===== src/rtl/spi_pkg.sv =====
// Shared constants and types for the SPI responder.
package spi_pkg;

    localparam int unsigned SPI_SYNC_STAGES = 2;
    localparam int unsigned AVS_ADDR_W      = 2;
    localparam int unsigned AVS_DATA_W      = 32;

    localparam logic [AVS_ADDR_W-1:0] RXDATA_ADDR  = 2'd0;
    localparam logic [AVS_ADDR_W-1:0] TXDATA_ADDR  = 2'd1;
    localparam logic [AVS_ADDR_W-1:0] STATUS_ADDR  = 2'd2;
    localparam logic [AVS_ADDR_W-1:0] CONTROL_ADDR = 2'd3;

    localparam int unsigned ST_RX_VALID    = 0;
    localparam int unsigned ST_TX_VALID    = 1;
    localparam int unsigned ST_BUSY        = 2;
    localparam int unsigned ST_RX_OVERRUN  = 3;
    localparam int unsigned ST_TX_UNDERRUN = 4;

    localparam int unsigned CTRL_IRQ_EN = 0;

    typedef enum logic {
        SPI_IDLE   = 1'b0,
        SPI_ACTIVE = 1'b1
    } spi_state_t;

endpackage


===== src/rtl/spi_sync.sv =====
// Multi-flop synchronizer bringing asynchronous pins into the clk domain.
module spi_sync
    import spi_pkg::*;
#(
    parameter int unsigned WIDTH  = 1,
    parameter int unsigned STAGES = SPI_SYNC_STAGES
) (
    input  logic             clk,
    input  logic             reset,
    input  logic [WIDTH-1:0] i_d,
    output logic [WIDTH-1:0] o_q
);

    logic [STAGES-1:0][WIDTH-1:0] r_stage;

    // Shift the pin values through the synchronizer chain.
    always_ff @(posedge clk or posedge reset) begin
        if (reset) begin
            r_stage <= '0;
        end else begin
            r_stage <= {r_stage[STAGES-2:0], i_d};
        end
    end

    assign o_q = r_stage[STAGES-1];

endmodule


===== src/rtl/spi_slave.sv =====
// SPI responder with an Avalon-MM register file; oversamples the SPI pins in clk.
module spi_slave
    import spi_pkg::*;
#(
    parameter int unsigned DATA_WIDTH = 8,
    parameter bit          CPOL       = 1'b0,
    parameter bit          CPHA       = 1'b0
) (
    input  logic                  clk,
    input  logic                  reset,
    input  logic                  sclk,
    input  logic                  mosi,
    input  logic                  ss_n,
    output logic                  miso,
    input  logic [AVS_ADDR_W-1:0] avs_address,
    input  logic                  avs_read,
    output logic [AVS_DATA_W-1:0] avs_readdata,
    input  logic                  avs_write,
    input  logic [AVS_DATA_W-1:0] avs_writedata,
    output logic                  irq
);

    localparam int unsigned CNT_W = $clog2(DATA_WIDTH + 1);

    logic [2:0] w_pins_s;
    logic       w_sclk_s, w_mosi_s, w_ss_n_s;
    logic       r_sclk_d, r_ss_n_d;
    logic       w_sclk_rise, w_sclk_fall, w_lead, w_trail, w_sample, w_shift;
    logic       w_ss_fall, w_ss_rise;
    logic       w_wr_tx, w_wr_status, w_wr_ctrl, w_rd_rx;
    logic       w_unused;

    spi_state_t            r_state, w_state_nxt;
    logic [DATA_WIDTH-1:0] r_tx_shift, w_tx_shift_nxt;
    logic [DATA_WIDTH-1:0] r_rx_shift, w_rx_shift_nxt;
    logic [CNT_W-1:0]      r_bit_cnt, w_bit_cnt_nxt;
    logic                  r_miso, w_miso_nxt;
    logic [DATA_WIDTH-1:0] r_rx_data, w_rx_data_nxt;
    logic                  r_rx_valid, w_rx_valid_nxt;
    logic [DATA_WIDTH-1:0] r_tx_buf, w_tx_buf_nxt;
    logic                  r_tx_valid, w_tx_valid_nxt;
    logic                  r_rx_overrun, w_rx_overrun_nxt;
    logic                  r_tx_underrun, w_tx_underrun_nxt;
    logic                  r_irq_en, w_irq_en_nxt;
    logic                  r_irq, w_irq_nxt;
    logic [AVS_DATA_W-1:0] r_readdata;
    logic [AVS_DATA_W-1:0] w_status;
    logic [DATA_WIDTH-1:0] w_load_word, w_rx_word;
    logic                  w_load;

    spi_sync #(.WIDTH(3)) u_sync (
        .clk   (clk),
        .reset (reset),
        .i_d   ({sclk, mosi, ss_n}),
        .o_q   (w_pins_s)
    );

    assign w_sclk_s = w_pins_s[2];
    assign w_mosi_s = w_pins_s[1];
    assign w_ss_n_s = w_pins_s[0];

    // Previous synchronised sclk / ss_n for edge detection.
    always_ff @(posedge clk or posedge reset) begin
        if (reset) begin
            r_sclk_d <= 1'b0;
            r_ss_n_d <= 1'b0;
        end else begin
            r_sclk_d <= w_sclk_s;
            r_ss_n_d <= w_ss_n_s;
        end
    end

    assign w_sclk_rise = w_sclk_s & ~r_sclk_d;
    assign w_sclk_fall = ~w_sclk_s & r_sclk_d;
    assign w_lead      = CPOL ? w_sclk_fall : w_sclk_rise;
    assign w_trail     = CPOL ? w_sclk_rise : w_sclk_fall;
    assign w_sample    = CPHA ? w_trail : w_lead;
    assign w_shift     = CPHA ? w_lead : w_trail;
    assign w_ss_fall   = ~w_ss_n_s & r_ss_n_d;
    assign w_ss_rise   = w_ss_n_s & ~r_ss_n_d;

    assign w_wr_tx     = avs_write && (avs_address == TXDATA_ADDR);
    assign w_wr_status = avs_write && (avs_address == STATUS_ADDR);
    assign w_wr_ctrl   = avs_write && (avs_address == CONTROL_ADDR);
    assign w_rd_rx     = avs_read && (avs_address == RXDATA_ADDR);

    // Only the low data bits and a few control bits of writedata are used.
    assign w_unused = &{1'b0, avs_writedata};

    assign w_load_word = r_tx_valid ? r_tx_buf : '0;
    assign w_rx_word   = {r_rx_shift[DATA_WIDTH-2:0], w_mosi_s};

    // Next-state logic: register-side clears first, then FSM sets, then TX write.
    always_comb begin
        w_state_nxt       = r_state;
        w_tx_shift_nxt    = r_tx_shift;
        w_rx_shift_nxt    = r_rx_shift;
        w_bit_cnt_nxt     = r_bit_cnt;
        w_miso_nxt        = r_miso;
        w_rx_data_nxt     = r_rx_data;
        w_rx_valid_nxt    = r_rx_valid;
        w_tx_buf_nxt      = r_tx_buf;
        w_tx_valid_nxt    = r_tx_valid;
        w_rx_overrun_nxt  = r_rx_overrun;
        w_tx_underrun_nxt = r_tx_underrun;
        w_irq_en_nxt      = r_irq_en;
        w_load            = 1'b0;

        if (w_rd_rx) begin
            w_rx_valid_nxt = 1'b0;
        end
        if (w_wr_status) begin
            if (avs_writedata[ST_RX_OVERRUN]) w_rx_overrun_nxt = 1'b0;
            if (avs_writedata[ST_TX_UNDERRUN]) w_tx_underrun_nxt = 1'b0;
        end
        if (w_wr_ctrl) begin
            w_irq_en_nxt = avs_writedata[CTRL_IRQ_EN];
        end

        case (r_state)
            SPI_IDLE: begin
                if (w_ss_fall) begin
                    w_state_nxt   = SPI_ACTIVE;
                    w_bit_cnt_nxt = '0;
                    w_load        = 1'b1;
                    if (!CPHA) begin
                        // MSB goes out at select; the first shift edge presents the next bit.
                        w_miso_nxt     = w_load_word[DATA_WIDTH-1];
                        w_tx_shift_nxt = w_load_word << 1;
                    end else begin
                        w_tx_shift_nxt = w_load_word;
                    end
                end
            end
            SPI_ACTIVE: begin
                if (w_ss_rise) begin
                    w_state_nxt = SPI_IDLE;
                    w_miso_nxt  = 1'b0;
                end else if (w_sample) begin
                    w_rx_shift_nxt = w_rx_word;
                    if (r_bit_cnt == CNT_W'(DATA_WIDTH - 1)) begin
                        w_rx_data_nxt  = w_rx_word;
                        w_rx_valid_nxt = 1'b1;
                        if (r_rx_valid && !w_rd_rx) w_rx_overrun_nxt = 1'b1;
                        w_bit_cnt_nxt  = '0;
                        w_load         = 1'b1;
                        // Unshifted: the next shift edge presents this word's MSB.
                        w_tx_shift_nxt = w_load_word;
                    end else begin
                        w_bit_cnt_nxt = r_bit_cnt + CNT_W'(1);
                    end
                end else if (w_shift) begin
                    w_miso_nxt     = r_tx_shift[DATA_WIDTH-1];
                    w_tx_shift_nxt = r_tx_shift << 1;
                end
            end
        endcase

        if (w_load) begin
            if (r_tx_valid) w_tx_valid_nxt = 1'b0;
            else            w_tx_underrun_nxt = 1'b1;
        end

        if (w_wr_tx) begin
            w_tx_buf_nxt   = avs_writedata[DATA_WIDTH-1:0];
            w_tx_valid_nxt = 1'b1;
        end

        w_irq_nxt = w_irq_en_nxt & w_rx_valid_nxt;
    end

    // FSM state register.
    always_ff @(posedge clk or posedge reset) begin
        if (reset) r_state <= SPI_IDLE;
        else       r_state <= w_state_nxt;
    end

    // Datapath and flag registers.
    always_ff @(posedge clk or posedge reset) begin
        if (reset) begin
            r_tx_shift    <= '0;
            r_rx_shift    <= '0;
            r_bit_cnt     <= '0;
            r_miso        <= 1'b0;
            r_rx_data     <= '0;
            r_rx_valid    <= 1'b0;
            r_tx_buf      <= '0;
            r_tx_valid    <= 1'b0;
            r_rx_overrun  <= 1'b0;
            r_tx_underrun <= 1'b0;
            r_irq_en      <= 1'b0;
            r_irq         <= 1'b0;
        end else begin
            r_tx_shift    <= w_tx_shift_nxt;
            r_rx_shift    <= w_rx_shift_nxt;
            r_bit_cnt     <= w_bit_cnt_nxt;
            r_miso        <= w_miso_nxt;
            r_rx_data     <= w_rx_data_nxt;
            r_rx_valid    <= w_rx_valid_nxt;
            r_tx_buf      <= w_tx_buf_nxt;
            r_tx_valid    <= w_tx_valid_nxt;
            r_rx_overrun  <= w_rx_overrun_nxt;
            r_tx_underrun <= w_tx_underrun_nxt;
            r_irq_en      <= w_irq_en_nxt;
            r_irq         <= w_irq_nxt;
        end
    end

    // STATUS word assembly.
    always_comb begin
        w_status                 = '0;
        w_status[ST_RX_VALID]    = r_rx_valid;
        w_status[ST_TX_VALID]    = r_tx_valid;
        w_status[ST_BUSY]        = (r_state == SPI_ACTIVE);
        w_status[ST_RX_OVERRUN]  = r_rx_overrun;
        w_status[ST_TX_UNDERRUN] = r_tx_underrun;
    end

    // Registered Avalon read data, one cycle after the read strobe.
    always_ff @(posedge clk or posedge reset) begin
        if (reset) begin
            r_readdata <= '0;
        end else if (avs_read) begin
            case (avs_address)
                RXDATA_ADDR:  r_readdata <= AVS_DATA_W'(r_rx_data);
                STATUS_ADDR:  r_readdata <= w_status;
                CONTROL_ADDR: r_readdata <= AVS_DATA_W'(r_irq_en);
                default:      r_readdata <= '0;
            endcase
        end
    end

    assign miso         = r_miso;
    assign irq          = r_irq;
    assign avs_readdata = r_readdata;

endmodule


===== config.mk =====
export PLATFORM = sky130hd
export DESIGN_NAME = spi_slave
export DESIGN_NICKNAME = d
export VERILOG_FILES = /design/src/rtl/spi_pkg.sv /design/src/rtl/spi_sync.sv /design/src/rtl/spi_slave.sv
export SDC_FILE = /design/constraint.sdc
export NUM_CORES = 1
export LEC_CHECK = 0
export BUFFER_PORTS_ARGS = -buffer_cell sky130_fd_sc_hd__buf_2
export CAP_MARGIN = 20
export CORE_MARGIN = 8
export CORE_UTILIZATION = 52
export DETAILED_ROUTE_END_ITERATION = 10
export HOLD_SLACK_MARGIN = 0.05
export PLACE_DENSITY = 0.75
export SLEW_MARGIN = 15
export SYNTH_ARGS = -nofsm -noshare
export SYNTH_HDL_FRONTEND = slang
export SYNTH_SLANG_ARGS = --single-unit

===== constraint.sdc =====
create_clock -name clk -period 2.37 [get_ports clk]
set_input_delay 0.1185 -clock clk [delete_from_list [all_inputs] [get_ports clk]]
set_output_delay 0.1185 -clock clk [all_outputs]
set_load 0.005 [all_outputs]

==> impl_results.md <==
- P_leak: 1.564 nW
- Slew HR: between 50% and 60%
- Fillers: 433
- Tmin final: 1846 ps
- Row count: 26
- Count of cell types in the netlist: 38
- Synth top area share: between 50% and 60%
- Number of setup violations in the final report: 0
- Net count, final: ~340
- Commonest cells after routing, fill and taps aside: dfrtp_1 (59), nand2_1 (48), buf_2 (26)
- Ports: 75
- Max Cap Viol: 0
- Worst-Margin Slew: 679.8 ps
- Initial antenna violation count: 0
- Post-DP HPWL: 3528 um
- Clock-pin slew on the worst setup and hold paths: about 60 ps
- Setup bufs post-CTS: 0
- Vias in the first global route: between 1500 and 2000
- Seq/Total Area, Yosys: 53.08%
- Router iterations before antenna repair: 4
- CTS root buffer: clkbuf_8
- Synthesized flop and latch total: 59
- Async SR Flop Fraction: 100.0%
- First-pass GRT wire length: 8576 um
- Yosys Warn Count: 0
- RD Place Congestion: between 0.7 and 0.8
- Unrepaired setup endpoints after global routing: no
- DP Area: 0.002863 sq mm
- Final Skew: 6.755 ps
- Crit-path slowest cell: and3_1
- Worst setup path class: flop to flop
- CTS tree: done
- # resized after CTS: 0
- Multi-input gate area: 0.001097 sq mm
- Share of cells above drive strength 1: 21.36%
- Most common cell after layout, fill and taps aside: dfrtp_1
- Area Growth Syn to Fin: 12.60%
- Die height: between 80 and 90 um
- Die area: 0.007945 sq mm
- RR Endpoint: r_rx_data[1]
- Wire length per cell: 13.72 um
- CP max FO: 14
- Status: complete, no violations
- Hold Path End: avs_readdata[0]
- Dominant cell type by area after synthesis: dfrtp_1
- Final instance area: 0.003132 sq mm
- Hold_buf cts: 12
- Fin crit share: 77.88%
- Post-synthesis cell count: 253
- Main synth FF type: dfrtp_1
- Final hold vios: 0
- DR vias/cell: 4.975
- WP data required: 2570 ps
- Diode count: 0
- Tot GR Track Use: 14.38%
- WP data arrival: ~2100 ps
- Initial Util: between 50 and 60%
- Reg-to-reg slack, setup: 520 ps
- Drt total wl: 5007 um
- Register area: roughly 0.0015 sq mm
- Core Region: 0.005140 sq mm
- CTS Buf Count: 9
- Largest net degree at the start of global routing: 34
- Sink Count: 59
- Slew Viols, Final: 0
- Maximum clock frequency: 541.8 MHz
- Cell Chain, Critical Path: inv_1, ha_1, and2_2, and3_1, mux2_1
- Total negative setup slack: 0 ps
- Worst R2R Start: r_sclk_d
- CP Launch Type: flop
- Via count: 1816
- FF-to-FF path depth: 5
- Initial DRC count: 90
- Maximum VDD drop: about 0.32 mV
- PD cells: 772.9 mW/mm^2
- Setup crit end kind: flop
- Hold Path Stages: 2
- Worst-case clock buffer depth: 2
- # H-tree levels: 3
- I/O Buffers: 26
- CP Buf/Inv Count: 1
- Post-synthesis cell area: roughly 0.0028 sq mm
- Hold WC Path Type: primary input to flop
- Mapped Avg Cell Area: 10.99 sq um
- Drt drc: 0
- Total grt overflow: 0
- Hold Startpoint: avs_read
- Post-synth EDFFs: 0
- DRT antenna net count: 0
- Worst-Skew Late Latency: 330 ps
- Die Wd: 89.14 um
- CP delay by family, top: simple AND/OR/NAND/NOR gates
- CP max stage delay: 420 ps
- Synth area leaders: dfrtp_1 (53%), buf_4 (6.7%), nand2_1 (6.5%)
==> Yosys cell counts (all sizes together) (3+ instances only) <==
master and count:
dfrtp 59, nand2 49, buf 31, mux2 25, nand3 14, inv 13
o211ai 7, o21ai 7, mux2i 5, nor2 5, a21oi 4, clkbuf 4
o22ai 4, a31oi 3, ha 3, o2bb2ai 3
==> per-stage QoR <==
stage | worst slack, ps | instances | hold slack [ps] | utilization (%) | total power, mW
finish | 524.3 | 365 | 134.1 | 60.93 | 2.420
global placement | 527.3 | 340 | 226.7 | 55.70 | 1.675
floorplan | 697.1 | 276 | 149.9 | - | 1.619
global route | 355.8 | 365 | 148.9 | 60.93 | 2.571
detailed placement | 506.5 | 340 | 227.8 | 55.70 | 1.695
CTS | 496.9 | 365 | 116.9 | 60.93 | 2.447
==> per-layer routing <==
layer | up-vias | global-route usage (%) | part of all wire, %
li1 | 887 | - | -
met4 | 0 | 7.704 | 1.9
met5 | - | 0 | 0
met1 | 868 | 18.46 | 45
met3 | 10 | 4.412 | 6.5
met2 | 51 | 21.21 | 46
==> sequential cells by signal, summed over array words and instances, names as in the netlist, 3 cells and up <==
signal          count
r_tx_shift          8
r_bit_cnt           4
u_sync.r_stage      3
r_rx_shift          7
u_sync.o_q          3
r_rx_data           8
r_tx_buf            8
avs_readdata        8
==> worst register-to-register path: cells and delay by family (launching register included) <==
| kind | cells | cell delay [ps] |
|---|---|---|
| adder cells (fa/ha/maj) | 1 | 180 |
| buffers and inverters | 1 | 60 |
| flip-flops | 1 | 370 |
| multiplexers | 1 | 360 |
| AND/OR/NAND/NOR | 2 | 750 |
==> worst max-delay path by stage <==
stage / to / cells past startpoint / slack, ps / start
after floorplan: r_rx_data[0] / 6 / 700 / r_bit_cnt[0]
after global placement: r_rx_data[0] / 5 / 530 / r_sclk_d
after detailed placement: r_rx_data[1] / 5 / 510 / r_sclk_d
after CTS: r_rx_data[1] / 5 / 500 / r_sclk_d
after global routing: r_rx_data[4] / 5 / 360 / r_sclk_d
final: r_rx_data[1] / 5 / 520 / r_sclk_d
==> where the power goes <==
| part | switching (mW) | leakage, nW | internal [mW] |
|---|---|---|---|
| Clock | 0.336 | 0.0754 | 0.391 |
| Combinational | 0.178 | 0.727 | 0.220 |
| Sequential | 0.128 | 0.762 | 1.17 |
==> cell type report <==
class	instances	area share, %
clock buffers	13	4.754
inverters	13	1.558
multi-input cells	169	35.04
flip-flops and latches	59	47.14
well taps	70	2.797
repair buffers	41	8.710
==> cells by family (layout without fill, tap and decap cells) <==
family                   count (synthesis)  count (layout)  share of synthesized area, %
buffers and inverters                   48              67                         10.57
flip-flops                              59              59                         53.08
adder cells (fa/ha/maj)                  3               3                         1.350
AO/OA/AOI/OAI                           33              33                         8.907
XOR/XNOR                                 1               1                        0.3149
AND/OR/NAND/NOR                         78              78                         12.78
other                                    1              24                        0.1348
multiplexers                            30              30                         12.87
(Power assumes the default switching activity.)
